<file path="src/rtl/gray_conv_arbiter.sv">
`default_nettype none
// ============================================================================
// Module   : gray_conv_arbiter
// Brief    : Two-requester arbiter that registers a binary word together with
//            its Gray code and holds it until the consumer accepts it.
//            Define GRAY_ARB_ROUND_ROBIN_EN for round-robin grant; by default
//            requester 0 has fixed priority.
// Revision : 1.0 - initial release
// ============================================================================
module gray_conv_arbiter #(
  parameter int WIDTH = 4
) (
  input  logic             clk,
  input  logic             rst,
  input  logic             req0_valid,
  input  logic [WIDTH-1:0] req0_bin,
  output logic             req0_ready,
  input  logic             req1_valid,
  input  logic [WIDTH-1:0] req1_bin,
  output logic             req1_ready,
  output logic             out_valid,
  input  logic             out_ready,
  output logic [WIDTH-1:0] out_gray,
  output logic [WIDTH-1:0] out_bin,
  output logic             out_id
);

  localparam logic [0:0] S_IDLE = 1'b0;
  localparam logic [0:0] S_HOLD = 1'b1;

  logic [0:0]       r_state;
  logic             r_last_grant;
  logic             r_out_valid;
  logic [WIDTH-1:0] r_out_gray;
  logic [WIDTH-1:0] r_out_bin;
  logic             r_out_id;

  logic             w_grant0;
  logic             w_grant1;
  logic             w_accept0;
  logic             w_accept1;
  logic [WIDTH-1:0] w_sel_bin;

  // Grants exist only in IDLE and never while reset is asserted.
  always_comb begin
    w_grant0 = 1'b0;
    w_grant1 = 1'b0;
    if (r_state == S_IDLE && !rst) begin
`ifdef GRAY_ARB_ROUND_ROBIN_EN
      if (req0_valid && req1_valid) begin
        w_grant0 = r_last_grant;
        w_grant1 = ~r_last_grant;
      end else begin
        w_grant0 = req0_valid;
        w_grant1 = req1_valid;
      end
`else
      w_grant0 = req0_valid;
      w_grant1 = req1_valid & ~req0_valid;
`endif
    end
  end

`ifndef GRAY_ARB_ROUND_ROBIN_EN
  // last_grant is tracked but does not steer fixed-priority arbitration.
  logic w_unused_last_grant;
  assign w_unused_last_grant = r_last_grant;
`endif

  assign req0_ready = w_grant0;
  assign req1_ready = w_grant1;
  assign w_accept0  = req0_valid & w_grant0;
  assign w_accept1  = req1_valid & w_grant1;
  assign w_sel_bin  = w_accept1 ? req1_bin : req0_bin;

  always_ff @(posedge clk) begin
    if (rst) begin
      r_state      <= S_IDLE;
      r_last_grant <= 1'b1;
      r_out_valid  <= 1'b0;
      r_out_gray   <= '0;
      r_out_bin    <= '0;
      r_out_id     <= 1'b0;
    end else begin
      case (r_state)
        S_IDLE: begin
          if (w_accept0 || w_accept1) begin
            r_out_bin    <= w_sel_bin;
            r_out_gray   <= w_sel_bin ^ (w_sel_bin >> 1);
            r_out_id     <= w_accept1;
            r_last_grant <= w_accept1;
            r_out_valid  <= 1'b1;
            r_state      <= S_HOLD;
          end
        end
        S_HOLD: begin
          if (out_ready) begin
            r_out_valid <= 1'b0;
            r_state     <= S_IDLE;
          end
        end
        default: begin
          r_out_valid <= 1'b0;
          r_state     <= S_IDLE;
        end
      endcase
    end
  end

  assign out_valid = r_out_valid;
  assign out_gray  = r_out_gray;
  assign out_bin   = r_out_bin;
  assign out_id    = r_out_id;

endmodule
`default_nettype wire

</file>
<file path="config.mk">
export PLATFORM = sky130hd
export DESIGN_NAME = gray_conv_arbiter
export DESIGN_NICKNAME = d
export VERILOG_FILES = /design/src/rtl/gray_conv_arbiter.sv
export SDC_FILE = /design/constraint.sdc
export NUM_CORES = 1
export LEC_CHECK = 0
export BUFFER_PORTS_ARGS = -buffer_cell sky130_fd_sc_hd__buf_2
export CAP_MARGIN = 20
export CORE_AREA = 5 5 42 44
export CTS_BUF_LIST = sky130_fd_sc_hd__clkbuf_16
export CTS_CLUSTER_DIAMETER = 200
export CTS_CLUSTER_SIZE = 14
export DETAILED_ROUTE_END_ITERATION = 10
export DIE_AREA = 0 0 47 49
export PLACE_DENSITY = 0.81
export SYNTH_ARGS = -nofsm -noshare
export SYNTH_HDL_FRONTEND = slang
export SYNTH_SLANG_ARGS = --single-unit
</file>
<file path="constraint.sdc">
create_clock -name clk -period 3.9 [get_ports clk]
set_input_delay 0.195 -clock clk [delete_from_list [all_inputs] [get_ports clk]]
set_output_delay 0.195 -clock clk [all_outputs]
set_load 0.005 [all_outputs]
</file>
==> results_dict.tcl, run 1 <==
set metrics [dict create \
    fin_area_um2 729 \
    rsz0062_at_grt "false" \
    crit_type "register to primary output" \
    num_rows 14 \
    nFillCells 142 \
    num_io_pins 25 \
    timing.final.crit_share 0.401 \
    synth_top_cell_area_share 0.373 \
    cts_resized 0 \
    synthCells 59 \
    max_slew.worst_pin.slew_ps 567 \
    regArea_um2 200 \
    diodes 0 \
    ys_seq_elements 10 \
    skew_ps 2.69 \
    avgSynthCellArea_um2 9.10 \
    layout_commonest_cell "buf_2" \
    worstRegToRegCells 3 \
    drive_gt1_frac 0.393 \
    final_cell_mix "24 x buf_2, 10 x dfxtp_1, 9 x nand2_1, 5 x nor2_1, 4 x a21oi_1" \
    wl_per_cell_um 13.2 \
    setup_tns_ps 0 \
    grt_remaining_overflow 0 \
    die_y_um 49 \
    ir_drop_mv 0.330 \
    power.leakage_nw 0.324 \
    fp.dieW_um 47 \
    io_buffers 24 \
    synth_nets 72 \
    core-area_mm2 0.00140 \
    multi_input_area_um2 307 \
    setup_violations 0 \
    grt_pass1_wl_mm 2.24 \
    power.density_mw_per_mm2 480 \
    routed-via-count 517 \
    fin_nets 98 \
    clk_pin_slew_worst_paths_ps 40 \
    fin_crit_ps 1560 \
    cts-htree-levels 1 \
    grt_pass1_vias 526 \
    cts_tree "yes" \
    min_delay_path_depth 2 \
    status "complete, no violations" \
    grt.total_usage 0.138 \
    synthToLayoutAreaGrowth_pct 35.9 \
    gp_congestion 0.808 \
    maxSlewViolCount 0 \
    placedInstanceArea_um2 651 \
    netlist_area_um2 537 \
    start_util 0.383 \
    hold_class "input pin to register" \
    cts_hold_buffers 0 \
    required_ps 3700 \
    fmax_mhz 639 \
    clk_path_buf_depth 2 \
    cts_root_buf "clkbuf_16" \
    drt_iter0_drc 7 \
    worstPathArrival_ps 1370 \
    drc 0 \
    synth_area_leaders "dfxtp_1 37%, nand2_1 6.3%, a211oi_2 4.7%" \
    drt_wl_total_mm 1.32 \
    hold_viol_final 0 \
    die-area_mm2 0.00230 \
    synth_cell_types 27 \
    post-dp-hpwl_um 998 \
    critPathCaptureType "primary output" \
    yosysSeqAreaShare 0.373 \
    clock-sinks 10 \
    cap_violations 0 \
    synth_warnings 0 \
    crit_path_max_fanout 10 \
    numCtsBuffers 3 \
    antenna_found_initial 0 \
    cp-start-kind "register" \
    slew_headroom 0.618 \
    postRouteAntennaNets 0 \
    post_cts.repair.setup_buffers 0 \
    via_per_inst 5.17 \
    dr.pass1.iters 4 \
    grt_max_degree 12 \
    synth_top_area_cell "dfxtp_1" \
    worstSkewPairLatency_ps 240 \
]
worst max-delay path, cell delays in order (launching register included):
cell,delay (ps)
dfxtp_1,370
nor4b_4,540
buf_2,210
final timing paths:
path	start	endpoint	slack, ps
worst min-delay path	out_ready	out_valid	150
worst min register to register	out_gray[1]	out_gray[1]	450
worst max register to register	r_state	out_gray[2]	2400
worst max-delay path	r_state	req1_ready	2340
state kept, by name, indices dropped and copies added (netlist names):
signal / flops
out_bin: 3
r_state: 1
out_valid: 1
out_id: 1
out_gray: 4
final cells by class:
class,instances,share of cell area
Tap cell,16,0.0274
Multi-Input combinational cell,45,0.420
Clock inverter,1,0.00515
Timing Repair Buffer,24,0.165
Sequential cell,10,0.274
Clock buffer,3,0.103
Inverter,1,0.00515
synthesized netlist by cell type:
master / n
mux2i_1: 2
buf_4: 2
nor2_1: 5
o21ai_0: 3
a211oi_1: 1
o311ai_0: 1
o211ai_1: 1
xor2_1: 1
and2_2: 1
nand2b_1: 2
nor3b_1: 1
inv_1: 1
mux2_2: 1
a21boi_0: 1
a21oi_1: 4
a211oi_2: 2
o311a_2: 1
nor3_1: 1
nor4b_4: 1
o21a_1: 2
xnor2_1: 1
nor4b_1: 1
dfxtp_1: 10
nand3b_1: 2
o21bai_1: 1
buf_6: 1
nand2_1: 9
metrics by stage:
stage / total power [mW] / worst slack [ps] / cells / util / hold WS [ps]
2_1_floorplan: 0.147 / 2520 / 59 / - / 295
3_3_place_gp: 0.165 / 2470 / 96 / 0.464 / 400
3_5_place_dp: 0.167 / 2390 / 96 / 0.464 / 398
4_1_cts: 0.351 / 2340 / 100 / 0.521 / 155
5_1_grt: 0.367 / 2290 / 100 / 0.521 / 162
6_report: 0.350 / 2340 / 100 / 0.521 / 154
power breakdown:
group / switching [mW] / total (mW) / internal (mW)
logic: 0.0253 / 0.0490 / 0.0237
registers: 0.00490 / 0.116 / 0.111
clock network: 0.0508 / 0.185 / 0.135
total: 0.0810 / 0.350 / 0.269
cells by family after synthesis:
| logic type | synth area share |
|---|---|
| AOI/OAI and AO/OA | 0.233 |
| muxes | 0.0583 |
| buffers and inverters | 0.0559 |
| xor gates and xnor gates | 0.0326 |
| DFF | 0.373 |
| and+or+nand+nor | 0.247 |
per-layer routing:
layer / vias up / routed length [µm] / track usage / part of all wire
met3: 5 / 107 / 0.0590 / 0.081
met1: 238 / 508 / 0.146 / 0.38
met2: 16 / 659 / 0.210 / 0.50
li1: 258 / - / - / -
met5: - / 0 / 0 / 0
met4: 0 / 48 / 0.0968 / 0.036
(Power assumes the default switching activity.)
==> inputs of run 2 (changes only) <==
==> constraint.sdc (replaced) <==
create_clock -name clk -period 1.5 [get_ports clk]
set_input_delay 0.075 -clock clk [delete_from_list [all_inputs] [get_ports clk]]
set_output_delay 0.075 -clock clk [all_outputs]
set_load 0.005 [all_outputs]
==> run 2 against run 1 <==
Against the previous run: setup slack lost 2200 ps; utilization grew 0.62 points; non-clock buffer count grew 1; sequential power grew to 2.6 times the previous value.
==> results_dict.tcl, run 2 (synthesis gave the netlist of run 1 again) <==
set metrics [dict create \
    grt_max_degree 12 \
    clk_pin_slew_worst_paths_ps 40 \
    hold_viol_final 0 \
    power.density_mw_per_mm2 1230 \
    io_buffers 24 \
    required_ps 1600 \
    drt_iter0_drc 9 \
    power.total_mw 0.906 \
    largest_register_ffs 4 \
    gp_congestion 0.785 \
    num_rows 14 \
    stdcell_count 101 \
    grt_remaining_overflow 0 \
    drive_gt1_frac 0.412 \
    drt_wl_total_mm 1.28 \
    drc 0 \
    critPathLaunch "r_state" \
    start_util 0.383 \
    die_y_um 49 \
    skew_ps 1.62 \
    maxSlewViolCount 0 \
    postRouteAntennaNets 0 \
    post-dp-hpwl_um 960 \
    dr.pass1.iters 4 \
    wl_per_cell_um 12.7 \
    cp-start-kind "register" \
    critPathCaptureType "register" \
    ir_drop_mv 0.629 \
    cts-htree-levels 1 \
    setup_tns_ps 0 \
    hold_class "input pin to register" \
    grt_pass1_vias 503 \
    synthToLayoutAreaGrowth_pct 37.5 \
    status "complete, no violations" \
    fin_crit_ps 1340 \
    cts_root_buf "clkbuf_16" \
    diodes 0 \
    post_cts.repair.setup_buffers 0 \
    crit_path_max_fanout 6 \
    via_per_inst 5.16 \
    layout_commonest_cell "buf_2" \
    slew_headroom 0.620 \
    crit_type "register to register" \
    setup_ws_ps 162 \
    grt.total_usage 0.135 \
    core-area_mm2 0.00140 \
    worstSkewPairLatency_ps 240 \
    grt_pass1_wl_mm 2.24 \
    die-area_mm2 0.00230 \
    fp.dieW_um 47 \
    fin_nets 99 \
    cap_violations 0 \
    final_cell_mix "24 x buf_2, 10 x dfxtp_1, 9 x nand2_1, 5 x nor2_1, 4 x a21oi_1" \
    reg2reg_from "r_state" \
    timing.final.crit_share 0.892 \
    setup_violations 0 \
    num_io_pins 25 \
    rsz0062_at_grt "false" \
    worstPathArrival_ps 1440 \
    clk_path_buf_depth 2 \
    cts_tree "yes" \
    fmax_mhz 748 \
    antenna_found_initial 0 \
    finalCoreUtilization 0.527 \
    min_delay_path_depth 2 \
    dp_cells 97 \
    clock-sinks 10 \
    routed-via-count 521 \
    power.leakage_nw 0.330 \
    numCtsBuffers 3 \
    worstRegToRegCells 4 \
    place_ws_ps 121 \
    hold_start "out_ready" \
    max_slew.worst_pin.slew_ps 564 \
]
-- run 2: worst max-delay path: stages (launching register included) --
cell and delay (ps):
dfxtp_1 360, nor2_1 250, a21boi_0 310, o311a_2 240
a211oi_2 40
-- run 2: where the power goes --
group          switching, mW  total, mW  leakage [nW]  internal [mW]
Combinational         0.0668      0.130         0.209         0.0635
Clock                  0.125      0.474        0.0385          0.349
Sequential            0.0126      0.301        0.0824          0.288
-- run 2: repair_timing --
item	4_1_cts	5_1_grt
endpoints found under the setup margin	0	1
gates resized for setup	0	1
hold buffers	0	0
endpoints found under the hold margin	0	0
-- run 2: final cells by class --
cell class                 count  area, µm²
clock inverter                 1       3.75
timing repair buffer          25        128
fill                         132        663
inverter                       1       3.75
multi-input combinational     45        308
sequential                    10        200
tap                           16       20.0
clock buffer                   3       75.1
-- run 2: metrics by stage --
step / hold slack (ps) / instance area (µm²)
detailed placement: 278 / 658
global placement: 283 / 658
finish: 37.7 / 738
floorplan: 175 / 537
global route: 59.5 / 738
CTS: 39.0 / 737
-- run 2: final timing paths --
check	end	slack, ps
setup reg to reg	out_gray[0]	160
setup / recovery	out_gray[0]	160
hold / removal	out_valid	40
hold reg to reg	out_gray[1]	450
-- run 2: per-layer routing --
metal  routed length (µm)  GRT usage
met4                   35     0.0691
met5                    0          0
met3                   83     0.0443
met1                  516      0.168
met2                  645      0.199
